$ cat src/rtl/count_wrap_monitor.sv
// count_wrap_monitor: checks that a 2-bit counter steps +1 (mod 4), pulses on each 3->0 wrap,
// and keeps saturating wrap and error tallies with an optional sticky fault state.
module count_wrap_monitor #(
  parameter int WRAP_W       = 8,
  parameter int ERR_W        = 4,
  parameter bit ALLOW_HOLD   = 1'b0,
  parameter bit STICKY_FAULT = 1'b1
) (
  input  logic              clk,
  input  logic              rst_n,
  input  logic [1:0]        cnt_in,
  input  logic              mon_en,
  input  logic              clr,
  output logic              wrap_pulse,
  output logic [WRAP_W-1:0] wrap_count,
  output logic              wrap_sat,
  output logic              seq_err,
  output logic [ERR_W-1:0]  err_count,
  output logic              fault
);
  typedef enum logic [1:0] {IDLE, ARM, TRACK, FAULT} state_t;
  state_t            state_q, state_d;
  logic [1:0]        prev_q, prev_d, delta;
  logic              wrap_pulse_q, wrap_pulse_d, seq_err_q, seq_err_d;
  logic              wrap_sat_q, wrap_sat_d, legal;
  logic [WRAP_W-1:0] wrap_count_q, wrap_count_d;
  logic [ERR_W-1:0]  err_count_q, err_count_d;
  always_comb begin
    state_d      = state_q;
    prev_d       = prev_q;
    wrap_pulse_d = 1'b0;
    seq_err_d    = 1'b0;
    wrap_count_d = wrap_count_q;
    err_count_d  = err_count_q;
    wrap_sat_d   = wrap_sat_q;
    delta        = cnt_in - prev_q;
    legal        = (delta == 2'd1) || (ALLOW_HOLD && delta == 2'd0);
    if (clr) begin
      wrap_count_d = '0;
      err_count_d  = '0;
      wrap_sat_d   = 1'b0;
      state_d      = mon_en ? ARM : IDLE;
    end else if (!mon_en) begin
      state_d = IDLE;
    end else begin
      case (state_q)
        IDLE: state_d = ARM;
        ARM: begin
          prev_d  = cnt_in;
          state_d = TRACK;
        end
        TRACK: begin
          prev_d = cnt_in;
          if (legal) begin
            if (prev_q == 2'd3 && cnt_in == 2'd0) begin
              wrap_pulse_d = 1'b1;
              wrap_count_d = wrap_count_q + WRAP_W'(wrap_count_q != {WRAP_W{1'b1}});
              wrap_sat_d   = wrap_sat_q | (wrap_count_d == {WRAP_W{1'b1}});
            end
          end else begin
            seq_err_d   = 1'b1;
            err_count_d = err_count_q + ERR_W'(err_count_q != {ERR_W{1'b1}});
            state_d     = STICKY_FAULT ? FAULT : ARM;
          end
        end
        default: ;
      endcase
    end
  end
  always_ff @(posedge clk or negedge rst_n) begin
    if (!rst_n) begin
      state_q      <= IDLE;
      prev_q       <= '0;
      wrap_pulse_q <= 1'b0;
      seq_err_q    <= 1'b0;
      wrap_count_q <= '0;
      err_count_q  <= '0;
      wrap_sat_q   <= 1'b0;
    end else begin
      state_q      <= state_d;
      prev_q       <= prev_d;
      wrap_pulse_q <= wrap_pulse_d;
      seq_err_q    <= seq_err_d;
      wrap_count_q <= wrap_count_d;
      err_count_q  <= err_count_d;
      wrap_sat_q   <= wrap_sat_d;
    end
  end
  assign wrap_pulse = wrap_pulse_q;
  assign seq_err    = seq_err_q;
  assign wrap_count = wrap_count_q;
  assign err_count  = err_count_q;
  assign wrap_sat   = wrap_sat_q;
  assign fault      = (state_q == FAULT);
endmodule

$ cat config.mk
export PLATFORM = sky130hd
export DESIGN_NAME = count_wrap_monitor
export DESIGN_NICKNAME = d
export VERILOG_FILES = /design/src/rtl/count_wrap_monitor.sv
export SDC_FILE = /design/constraint.sdc
export NUM_CORES = 1
export LEC_CHECK = 0
export BUFFER_PORTS_ARGS = -buffer_cell sky130_fd_sc_hd__buf_2
export CAP_MARGIN = 20
export CORE_MARGIN = 2
export CORE_UTILIZATION = 50
export DETAILED_ROUTE_END_ITERATION = 12
export PLACE_DENSITY = 0.76
export SKIP_LAST_GASP = 1
export SLEW_MARGIN = 20
export SYNTH_ARGS = -nofsm -noshare
export SYNTH_HDL_FRONTEND = slang
export SYNTH_SLANG_ARGS = --single-unit
$ cat constraint.sdc
create_clock -name clk -period 5.3 [get_ports clk]
set_clock_uncertainty 0.05 [all_clocks]
set_input_delay 1.59 -clock clk [delete_from_list [all_inputs] [get_ports clk]]
set_output_delay 1.59 -clock clk [all_outputs]
set_load 0.03 [all_outputs]
# --- Yosys cells after proc, flatten, opt, wreduce, memory -nomap -nowiden ---
# Cells that the tools add are included.
# Widths: inputs -> output; s select.
totals:
  reg_bits: 19
  latch_bits: 0
  ram_bits: 0
  romBits: 0
  inputBits: 6
  out_inout_bits: 16
  wordCells: 63
  mem_count: 0
classes:
  add_sub_neg: 3
  multipliers: 0
  n_div: 0
  n_lt_le_gt_ge: 0
  eq_ne: 11
  shift: 0
  muxes: 28
  n_bitwise: 2
  reduce_logical: 12
ops:
  columns: ["cell", "count"]
  rows:
  - ["$mux 8", 5]
  - ["$mux 4", 4]
  - ["$mux 1", 15]
  - ["$add 8x1->8", 1]
  - ["$eq 8x8->1 const B", 1]
  - ["$ne 4x4->1 const B", 2]
  - ["$ne 8x8->1 const B", 1]
  - ["$reduce_bool 2->1", 4]
  - ["$eq 2x2->1 const B", 3]
  - ["$mux 2", 3]
  - ["$pmux 2 s3", 1]
  - ["$reduce_and 3->1", 2]
  - ["$ne 5x1->1 const B", 1]
  - ["$add 4x1->4", 1]
  - ["$eq 2x1->1 const B", 2]
  - ["$logic_not 2->1", 2]
  - ["$reduce_and 4->1", 1]
  - ["$ne 2x2->1 const B", 1]
  - ["$reduce_and 2->1", 1]
  - ["$reduce_or 2->1", 1]
  - ["$sub 2x2->2", 1]
  - ["$logic_and 1x1->1", 1]
  - ["$not 1->1", 1]
  - ["$or 1x1->1", 1]

# --- Logic depth before layout (Yosys ltp) ---
# Gate-level depths: netlist of run 1.
depth:
  word_depth: 9
  depth_mapped: 8
  depth_no_buf: 8

# --- Worst setup path after synthesis of run 1 ---
# OpenSTA, ideal clock, no wires.
synth_timing:
  kind: "input to register"
  start: "input cnt_in[0]"
  end: "register wrap_count_q[4], in the netlist wrap_count[4]"
  setup_time_ns: 0.078
  t_arrival_ns: 3.049
  required_ns: 5.172
  setup_slack_ns: 2.123
  cell_stages: 6
  n_path_buf: 0
  cell_sequence: "inv_1 -> ha_1 -> and4bb_2 -> nand4_4 -> or4_1 -> a21oi_1"
synth_between:
  elab_chain_len: 4
  elab_cells_between_ends: 7
  classes_between: "1 x add/sub; 1 x eq/ne; 5 x reduce/logical"
synth_lines:
  columns: ["item", "line_no", "rtl"]
  rows:
  - ["start: declaration", "11", "input logic [1:0] cnt_in,"]
  - ["$sub 2x2->2 / $logic_not 2->1 (equally long branches)", "36, 55", null]
  - ["$eq 2x1->1 / $logic_and 1x1->1 (equally long branches)", "37, 55", null]
  - ["$reduce_bool 2->1 (no line)", null, null]
  - ["$reduce_and 4->1 (no line) (*)", null, null]
  - ["end signal: assignment", "84", "wrap_count_q <= wrap_count_d;"]
  - ["end: declaration", "26", "logic [WRAP_W-1:0] wrap_count_q, wrap_count_d;"]
# Every way passes the cells marked *; elsewhere a longest branch is shown, timed or not.
# A chain may end at the register's enable or synchronous reset.

# --- Worst setup path in the final report of run 1 ---
layout_timing:
  start: "input cnt_in[0]"
  end: "register wrap_sat_q, in the netlist wrap_sat"
layout_between:
  elab_chain_len: 4
  elab_cells_between_ends: 7
  classes_between: "1 x add/sub; 1 x eq/ne; 5 x reduce/logical"
layout_lines:
  columns: ["item", "line_no", "rtl"]
  rows:
  - ["$sub 2x2->2 / $logic_not 2->1 (equally long branches)", "36, 55", null]
  - ["$eq 2x1->1 / $logic_and 1x1->1 (equally long branches)", "37, 55", null]
  - ["$reduce_bool 2->1 (no line)", null, null]
  - ["$reduce_and 4->1 (no line) (*)", null, null]
  - ["end signal: assignment", "86", "wrap_sat_q <= wrap_sat_d;"]
  - ["end: declaration", "25", "logic wrap_sat_q, wrap_sat_d, legal;"]
# Marked as above.

==> results of run 1 <==
per-layer routing:
| metal | wire length (microns) | vias up | part of all wire [%] |
|---|---|---|---|
| li1 | - | 440 | - |
| met1 | 931 | 437 | 45 |
| met2 | 1040 | 18 | 50 |
| met3 | 74 | 5 | 3.5 |
| met4 | 38 | 0 | 1.8 |
| met5 | 0 | - | 0 |
final cells by class:
cell class,instances,area [sq um],area share (%)
clock buffer,4,26.3,2.05
inverter,6,22.5,1.76
multi-input combinational,82,614,48.0
sequential,19,475,37.2
tap,28,35.0,2.74
timing repair buffer,21,105,8.22
cell usage after synthesis, types with 2 or more instances:
library cell | number | share of area, %
xnor2_1 | 2 | 1.6
o21ai_1 | 3 | 1.3
ha_1 | 9 | 10
o32ai_1 | 2 | 1.6
or4_1 | 2 | 1.3
nand4_1 | 3 | 1.7
or3_1 | 6 | 3.4
nand2_1 | 8 | 2.7
nor2b_1 | 3 | 1.7
dfrtp_1 | 19 | 42
o31ai_1 | 2 | 1.3
o21ai_0 | 5 | 2.2
nand3_1 | 3 | 1.3
nor2_1 | 5 | 1.7
and4_1 | 2 | 1.6
clkbuf_1 | 2 | 0.67
xor2_1 | 2 | 1.6
a21oi_1 | 7 | 3.1
mux2i_1 | 5 | 4.5
inv_1 | 6 | 2.0
power groups by stage:
stage               logic [mW]  clock network [mW]  registers [mW]
floorplan               0.0360                   0           0.158
global placement        0.0463                   0           0.158
detailed placement      0.0486                   0           0.159
CTS                     0.0493              0.0724           0.156
global route            0.0538              0.0801           0.157
finish                  0.0490              0.0729           0.157
flip-flops by register name, summed over array words and instances (netlist names):
name,cells
state_q,2
seq_err,1
err_count,4
prev_q,2
wrap_pulse,1
wrap_sat,1
wrap_count,8
worst paths after layout:
check,start,end,slack [ns]
max,cnt_in[0],wrap_sat$_DFFE_PN0P_,2.18
min,prev_q[0]$_DFFE_PN0P_,prev_q[0]$_DFFE_PN0P_,0.50
max reg2reg,wrap_count[2]$_DFFE_PN0P_,wrap_sat$_DFFE_PN0P_,2.69
min reg2reg,prev_q[0]$_DFFE_PN0P_,prev_q[0]$_DFFE_PN0P_,0.50
max in group asynchronous,rst_n,wrap_count[1]$_DFFE_PN0P_,3.76
min in group asynchronous,rst_n,wrap_count[5]$_DFFE_PN0P_,1.16
stage by stage:
stage	power, mW	util [%]	instance area, sq um	hold slack (ns)	cells
after global placement	0.205	57.7	1250	0.460	156
after floorplan	0.194	-	1120	0.416	109
final	0.279	58.9	1280	0.499	160
after global routing	0.291	58.9	1280	0.536	160
after detailed placement	0.208	57.7	1250	0.464	156
after CTS	0.278	58.9	1280	0.485	160
worst reg2reg max path, stage by stage (launching register included):
cell	delay, ns
dfrtp_1	0.48
and4_1	0.29
nand3_1	0.12
or2_2	0.33
ha_1	0.25
xnor2_1	0.15
o31ai_1	0.18
or3b_1	0.37
o32ai_1	0.29
kinds of logic (layout without fill, tap and decap cells):
group | count (synthesis) | count (layout) | share of synthesized area [%]
mux | 6 | 6 | 5.47
fa+ha+maj | 9 | 9 | 10.1
compound gates | 21 | 21 | 11.1
simple gates | 41 | 41 | 23.0
buf+inv | 8 | 31 | 2.68
flops | 19 | 19 | 42.5
xor+xnor | 5 | 5 | 5.25
==> flow_summary.json, run 1 <==
{
  "first_global_vias": 857,
  "grtUsageMet3_pct": 2.63,
  "peakVddDrop_mv": 0.205,
  "use_met2_pct": 31.0,
  "worst-r2r-cell-count": 8,
  "setup_viol": 0,
  "cap_violations": 0,
  "avgViaCountPerCell": 5.63,
  "hp-class": "reg -> reg",
  "die_area_sq_mm": 0.00263,
  "routed_wirelength_microns": 2090,
  "synth-edff-count": 0,
  "cts_buffers": 3,
  "use_met1_pct": 21.5,
  "die_x_microns": 51.3,
  "wl_per_cell_microns": 13.0,
  "place.gp.congestion": 0.824,
  "drt-initial-drc-count": 6,
  "hold_viol": 0,
  "layout-drive-gt1-share_pct": 22.7,
  "cp.depth": 7,
  "clkPwrFrac_pct": 26.2,
  "clockBufferDepth": 2,
  "grtUsageTotal_pct": 17.8,
  "async_reset_ff_share_pct": 100,
  "cts.htree.levels": 1,
  "area_growth_pct": 14.2,
  "grt_overflow": 0,
  "start_kind": "primary input",
  "syn_avg_cell_area_sq_um": 10.3,
  "ys_ff_latch": 19,
  "vias": 900,
  "numPortBuffers": 21,
  "hold_path_depth": 2,
  "finalMaxSlewViolations": 0,
  "synthesis.area_sq_mm": 0.00112,
  "finalWorstSetupSlack_ns": 2.18,
  "num_rows": 17,
  "cts-root-buf": "clkbuf_4",
  "cellInternalPower_uw": 203,
  "synth_cells": 109,
  "antenna_found_initial": 0,
  "clock_sinks": 19,
  "hpwlAfterDp_microns": 1610,
  "status": "finished clean",
  "ios": 22,
  "layout_commonest_cell": "buf_2",
  "sw_frac_of_total_pct": 27.0,
  "cts_tree": "done",
  "die_y_microns": 51.3,
  "slowest_delay_ns": 0.40,
  "cts_resized": 0,
  "ys_seq_area_share_pct": 42.5,
  "crit_family": "simple AND/OR/NAND/NOR gates",
  "fin_crit_ns": 3.12,
  "dp_slack_ns": 1.87,
  "core_sq_mm": 0.00217,
  "busiest_layer": "met2",
  "critPathMaxFanout": 4,
  "fmax_ghz": 0.321,
  "cts_setup_buffers": 0,
  "cp_cell_sequence": "buf_2, inv_1, ha_1, and4bb_2, nand3_2, or3b_1, o32ai_1",
  "initial_core_util_pct": 51.6,
  "power.density_mw_per_mm2": 218,
  "drcViolationCount": 0,
  "path_clk_slew_ns": 0.10,
  "ys_warn_count": 0,
  "final_cell_mix": "21 x buf_2, 19 x dfrtp_1, 9 x ha_1",
  "n_fill_cell": 209,
  "cp.arrival_ns": 3.26,
  "p_sw_uw": 75.2,
  "fin_tns_setup_ns": 0,
  "p_seq_share_pct": 56.3,
  "leakage_nw": 0.619,
  "worstSetupPathType": "in -> reg",
  "crit_path_top_delay_cell": "and4bb_2",
  "antennaDiodeCount": 0,
  "nets": 148,
  "ys_types": 33,
  "drtAntennaViolNets": 0,
  "syn_nets": 124,
  "grt_pass1_wl_microns": 3530,
  "firstDrtPassIters": 4,
  "worstMarginPinSlew_ns": 0.487,
  "finalCritPeriodShare_pct": 58.8,
  "crit_path_end_kind": "flop",
  "rsz0062_at_grt": "no",
  "ys.flop_type": "dfrtp_1",
  "crit_buf_inv": 2,
  "clk_latency_ns": 0.30,
  "worstPathRequired_ns": 5.45,
  "slew_headroom_pct": 67.4,
  "cts.hold.buffers_added": 0,
  "pwr-share-comb_pct": 17.6,
  "grt_max_degree": 20
}
(Power assumes the default switching activity.)
==> run 2, diff against run 1 <==
ABC_AREA = 1   (was unset)
clock period = 2.9 ns   (was 5.3 ns; I/O delays follow)
==> flow_summary.json, run 2 <==
{
  "finalCoreUtilization_pct": 60.0,
  "hold_ws_ns": 0.445,
  "drtAntennaViolNets": 0,
  "finalCritPeriodShare_pct": 69.9,
  "synth_top_area_cell": "dfrtp_1",
  "cp_cell_sequence": "ha_1, buf_2",
  "synth_top_area_share_pct": 40.0,
  "syn_avg_cell_area_sq_um": 7.34,
  "peakVddDrop_mv": 0.245,
  "place.gp.congestion": 0.856,
  "die_x_microns": 52.8,
  "first_global_vias": 956,
  "firstDrtPassIters": 4,
  "synth-simple-area-share_pct": 29.1,
  "cts_setup_buffers": 0,
  "cts_buffers": 3,
  "vias": 1072,
  "fin_area_sq_mm": 0.00134,
  "hpwlAfterDp_microns": 1820,
  "layout-drive-gt1-share_pct": 16.2,
  "synth_mux_area_share_pct": 0,
  "rsz0062_at_grt": "no",
  "fin_cells": 213,
  "setup_viol": 0,
  "synth_common_cells": "47 x nand2_1, 24 x inv_1, 19 x dfrtp_1",
  "grtUsageTotal_pct": 19.9,
  "area_growth_pct": 12.7,
  "clockBufferDepth": 2,
  "start_kind": "flop",
  "initial_core_util_pct": 53.2,
  "final_cell_mix": "47 x nand2_1, 24 x inv_1, 21 x buf_2",
  "worstReg2RegStart": "wrap_count[1]$_DFFE_PN0P_",
  "synthAdderAreaFrac_pct": 9.47,
  "placed_cells": 209,
  "ys_types": 19,
  "synthXorXnorAreaFrac_pct": 2.95,
  "cp.arrival_ns": 1.11,
  "cts_resized": 0,
  "grt_max_degree": 20,
  "numPortBuffers": 21,
  "cap_violations": 0,
  "worst-r2r-cell-count": 10,
  "num_rows": 17,
  "synth_cells": 162,
  "grt_pass1_wl_microns": 4070,
  "routed_wirelength_microns": 2360,
  "slew_headroom_pct": 70.9,
  "hp-class": "in -> async",
  "largest_reg_flops": 8,
  "reg2reg_to": "wrap_sat$_DFFE_PN0P_",
  "crit_buf_inv": 1,
  "ys_seq_area_share_pct": 40.0,
  "fmax_ghz": 0.494,
  "cts_tree": "done",
  "layout_commonest_cell": "nand2_1",
  "synth.most_common_cell": "nand2_1",
  "grt_overflow": 0,
  "clock_sinks": 19,
  "async_reset_ff_share_pct": 100,
  "die_area_sq_mm": 0.00278,
  "drt-initial-drc-count": 20,
  "ys.flop_type": "dfrtp_1",
  "cts.hold.buffers_added": 0,
  "synthesis.area_sq_mm": 0.00119,
  "core_sq_mm": 0.00223,
  "synth_area_leaders": "dfrtp_1 40%, nand2_1 15%, ha_1 9.5%",
  "place_area_sq_mm": 0.00131,
  "leakage_nw": 0.731,
  "power.density_mw_per_mm2": 388,
  "reg2reg_setup_slack_ns": 1.05,
  "cts-root-buf": "clkbuf_4",
  "fin_crit_ns": 2.03,
  "syn_nets": 177,
  "synth_top_family_by_area": "simple AND/OR/NAND/NOR gates",
  "slowest_delay_ns": 0.43,
  "worstSetupPathType": "reg -> out",
  "crit_path_end_kind": "primary output",
  "antennaDiodeCount": 0,
  "finalMaxSlewViolations": 0,
  "avgViaCountPerCell": 5.03,
  "fin_tns_setup_ns": 0,
  "worstPathRequired_ns": 1.98,
  "nets": 201,
  "die_y_microns": 52.8,
  "critPathMaxFanout": 4,
  "drcViolationCount": 0,
  "hold_viol": 0,
  "cts.htree.levels": 1,
  "ios": 22,
  "antenna_found_initial": 0,
  "wl_per_cell_microns": 11.1,
  "synth-edff-count": 0,
  "synth-compound-area-share_pct": 9.26,
  "clk_latency_ns": 0.30,
  "crit_path_top_delay_cell": "dfrtp_1",
  "ys_warn_count": 0,
  "worstMarginPinSlew_ns": 0.437,
  "ys_ff_latch": 19,
  "crit_family": "flip-flops",
  "n_fill_cell": 220,
  "path_clk_slew_ns": 0.11,
  "status": "finished clean"
}
==> run 2: changes by cell type after synthesis, sizes merged, moves of 3 or more <==
cell,change
nor2b,-3
nor2,+10
inv,+19
nand2,+41
o21ai,+3
mux2i,-5
or3,-6
nand3,+10
==> run 2: how the worst max path moves through the flow <==
stage	slack, ns	endpoint	cells past startpoint	start
6_report	0.87	fault	2	state_q[0]$_DFFE_PN0P_
5_1_grt	0.81	wrap_count[0]$_DFFE_PN0P_	9	cnt_in[0]
4_1_cts	0.85	fault	2	state_q[0]$_DFFE_PN0P_
3_5_place_dp	0.67	wrap_count[5]$_DFFE_PN0P_	8	cnt_in[0]
3_3_place_gp	0.72	wrap_count[0]$_DFFE_PN0P_	9	cnt_in[0]
2_1_floorplan	0.98	err_count[1]$_DFFE_PN0P_	8	cnt_in[0]
==> run 2: logic make-up (layout without fill, tap and decap cells) <==
family / after synthesis / after routing
AOI/OAI and AO/OA: 21 / 21
xor gates and xnor gates: 4 / 4
adders and majority gates: 9 / 9
buffers and inverters: 27 / 50
DFF: 19 / 19
and+or+nand+nor: 82 / 82
==> run 2: cell type report <==
type | count | area [sq um] | share of cell area [%]
inverter | 25 | 93.8 | 7.00
tap | 28 | 35.0 | 2.61
sequential | 19 | 475 | 35.5
clock inverter | 1 | 5.00 | 0.373
timing repair buffer | 21 | 105 | 7.84
clock buffer | 3 | 22.5 | 1.68
multi-input combinational | 116 | 603 | 45.0
==> run 2: per-stage QoR <==
step	total power, mW	setup slack [ns]
after floorplan	0.364	0.976
after global placement	0.387	0.721
after detailed placement	0.390	0.668
after CTS	0.527	0.855
after global routing	0.554	0.815
final	0.519	0.874
==> run 2: where the power goes <==
group | switching [mW] | leakage [nW] | internal, mW
sequential | 0.0133 | 0.260 | 0.279
combinational | 0.0615 | 0.453 | 0.0307
clock | 0.0839 | 0.0177 | 0.0514
total | 0.159 | 0.731 | 0.361
==> run 2: layer usage <==
| layer | GRT usage (%) | part of all wire, % |
|---|---|---|
| met1 | 26.4 | 45 |
| met2 | 32.1 | 48 |
| met3 | 3.43 | 5.7 |
| met4 | 7.26 | 0.98 |
| met5 | 0 | 0 |
==> run 3, diff against run 2 <==
clock period = 2.05 ns   (was 2.9 ns; I/O delays follow)
==> flow_summary.json, run 3 (synthesis results as in run 2) <==
{
  "status": "finished clean",
  "clockBufferDepth": 2,
  "peakVddDrop_mv": 0.433,
  "place.gp.congestion": 0.860,
  "antenna_found_initial": 0,
  "drcViolationCount": 0,
  "grt_pass1_wl_microns": 4010,
  "die_area_sq_mm": 0.00278,
  "placed_cells": 210,
  "nets": 202,
  "rsz0062_at_grt": "no",
  "largest_reg_flops": 8,
  "cp.arrival_ns": 2.02,
  "cts_setup_buffers": 0,
  "fmax_ghz": 0.546,
  "p_total_uw": 733,
  "first_global_vias": 954,
  "avgViaCountPerCell": 5.02,
  "hp-class": "in -> async",
  "core_sq_mm": 0.00223,
  "slew_headroom_pct": 70.9,
  "critPathMaxFanout": 5,
  "finalCritPeriodShare_pct": 89.3,
  "numPortBuffers": 21,
  "area_growth_pct": 13.4,
  "routed_wirelength_microns": 2310,
  "final_cell_mix": "47 x nand2_1, 24 x inv_1, 21 x buf_2",
  "hold_viol": 0,
  "ios": 22,
  "initial_core_util_pct": 53.2,
  "layout_commonest_cell": "nand2_1",
  "clk_latency_ns": 0.30,
  "layout-drive-gt1-share_pct": 16.7,
  "drt-initial-drc-count": 13,
  "cts_tree": "done",
  "clock_sinks": 19,
  "hpwlAfterDp_microns": 1820,
  "leakage_nw": 0.736,
  "firstDrtPassIters": 5,
  "drtAntennaViolNets": 0,
  "cts.hold.buffers_added": 0,
  "num_rows": 17,
  "cap_violations": 0,
  "grt_max_degree": 20,
  "cts.htree.levels": 1,
  "worstSetupPathType": "reg -> reg",
  "cts_resized": 0,
  "finalMaxSlewViolations": 0,
  "grtUsageTotal_pct": 19.8,
  "cts_buffers": 3,
  "grt_overflow": 0,
  "crit_path_end_kind": "flop",
  "start_kind": "flop",
  "setup_viol": 0,
  "die_x_microns": 52.8,
  "fin_crit_ns": 1.83,
  "wl_per_cell_microns": 10.8,
  "cts-root-buf": "clkbuf_4",
  "antennaDiodeCount": 0,
  "fin_tns_setup_ns": 0,
  "power.density_mw_per_mm2": 544,
  "worstMarginPinSlew_ns": 0.436,
  "fin_cells": 214,
  "path_clk_slew_ns": 0.12,
  "die_y_microns": 52.8,
  "worstPathRequired_ns": 2.24,
  "vias": 1074,
  "n_fill_cell": 222
}
==> run 3: metrics by stage <==
| step | utilization (%) | hold WS (ns) | setup WS, ns | area [sq um] |
|---|---|---|---|---|
| floorplan | - | 0.269 | 0.272 | 1190 |
| global route | 60.3 | 0.210 | 0.00621 | 1350 |
| finish | 60.3 | 0.185 | 0.220 | 1350 |
| CTS | 60.3 | 0.193 | 0.237 | 1350 |
| global placement | 59.1 | 0.442 | 0.123 | 1320 |
| detailed placement | 59.1 | 0.459 | 0.0444 | 1320 |
==> run 3: worst paths after layout <==
check | startpoint | end | slack, ns | depth (start not counted)
worst max-delay path | wrap_count[4]$_DFFE_PN0P_ | wrap_sat$_DFFE_PN0P_ | 0.22 | 11
worst min-delay path | rst_n | prev_q[0]$_DFFE_PN0P_ | 0.19 | 1
worst max register to register | wrap_count[4]$_DFFE_PN0P_ | wrap_sat$_DFFE_PN0P_ | 0.22 | 11
worst min register to register | wrap_sat$_DFFE_PN0P_ | wrap_sat$_DFFE_PN0P_ | 0.48 | 2
max in group asynchronous | rst_n | wrap_count[0]$_DFFE_PN0P_ | 1.45 | 1
min in group clk | wrap_sat$_DFFE_PN0P_ | wrap_sat$_DFFE_PN0P_ | 0.48 | 2
==> run 3: final cells by class <==
cell class	instances	area, sq um	share of cell area (%)
Multi-Input combinational cell	116	603	44.8
Sequential cell	19	475	35.3
Timing Repair Buffer	22	113	8.36
Inverter	25	93.8	6.96
Tap cell	28	35.0	2.60
Clock buffer	3	22.5	1.67
Clock inverter	1	5.00	0.371
==> run 3: power breakdown <==
part / internal [mW] / total [mW] / leakage [nW] / switching (mW)
logic: 0.0444 / 0.132 / 0.458 / 0.0880
registers: 0.394 / 0.412 / 0.260 / 0.0180
clock network: 0.0726 / 0.189 / 0.0177 / 0.116
==> run 3: metal layers <==
| metal | global-route usage, % | part of all wire [%] |
|---|---|---|
| met1 | 26.1 | 47 |
| met2 | 31.7 | 47 |
| met3 | 3.43 | 4.2 |
| met4 | 8.97 | 1.6 |
| met5 | 0 | 0 |
==> run 3: critical path: stages (launching register included) <==
cell     delay, ns
dfrtp_1       0.48
nand2_2       0.11
nor2_1        0.15
nand2_1       0.09
ha_1          0.21
nand3_1       0.15
inv_2         0.07
nand2_1       0.10
nand2_1       0.06
nor2_1        0.08
nand3_1       0.08
a21oi_1       0.13
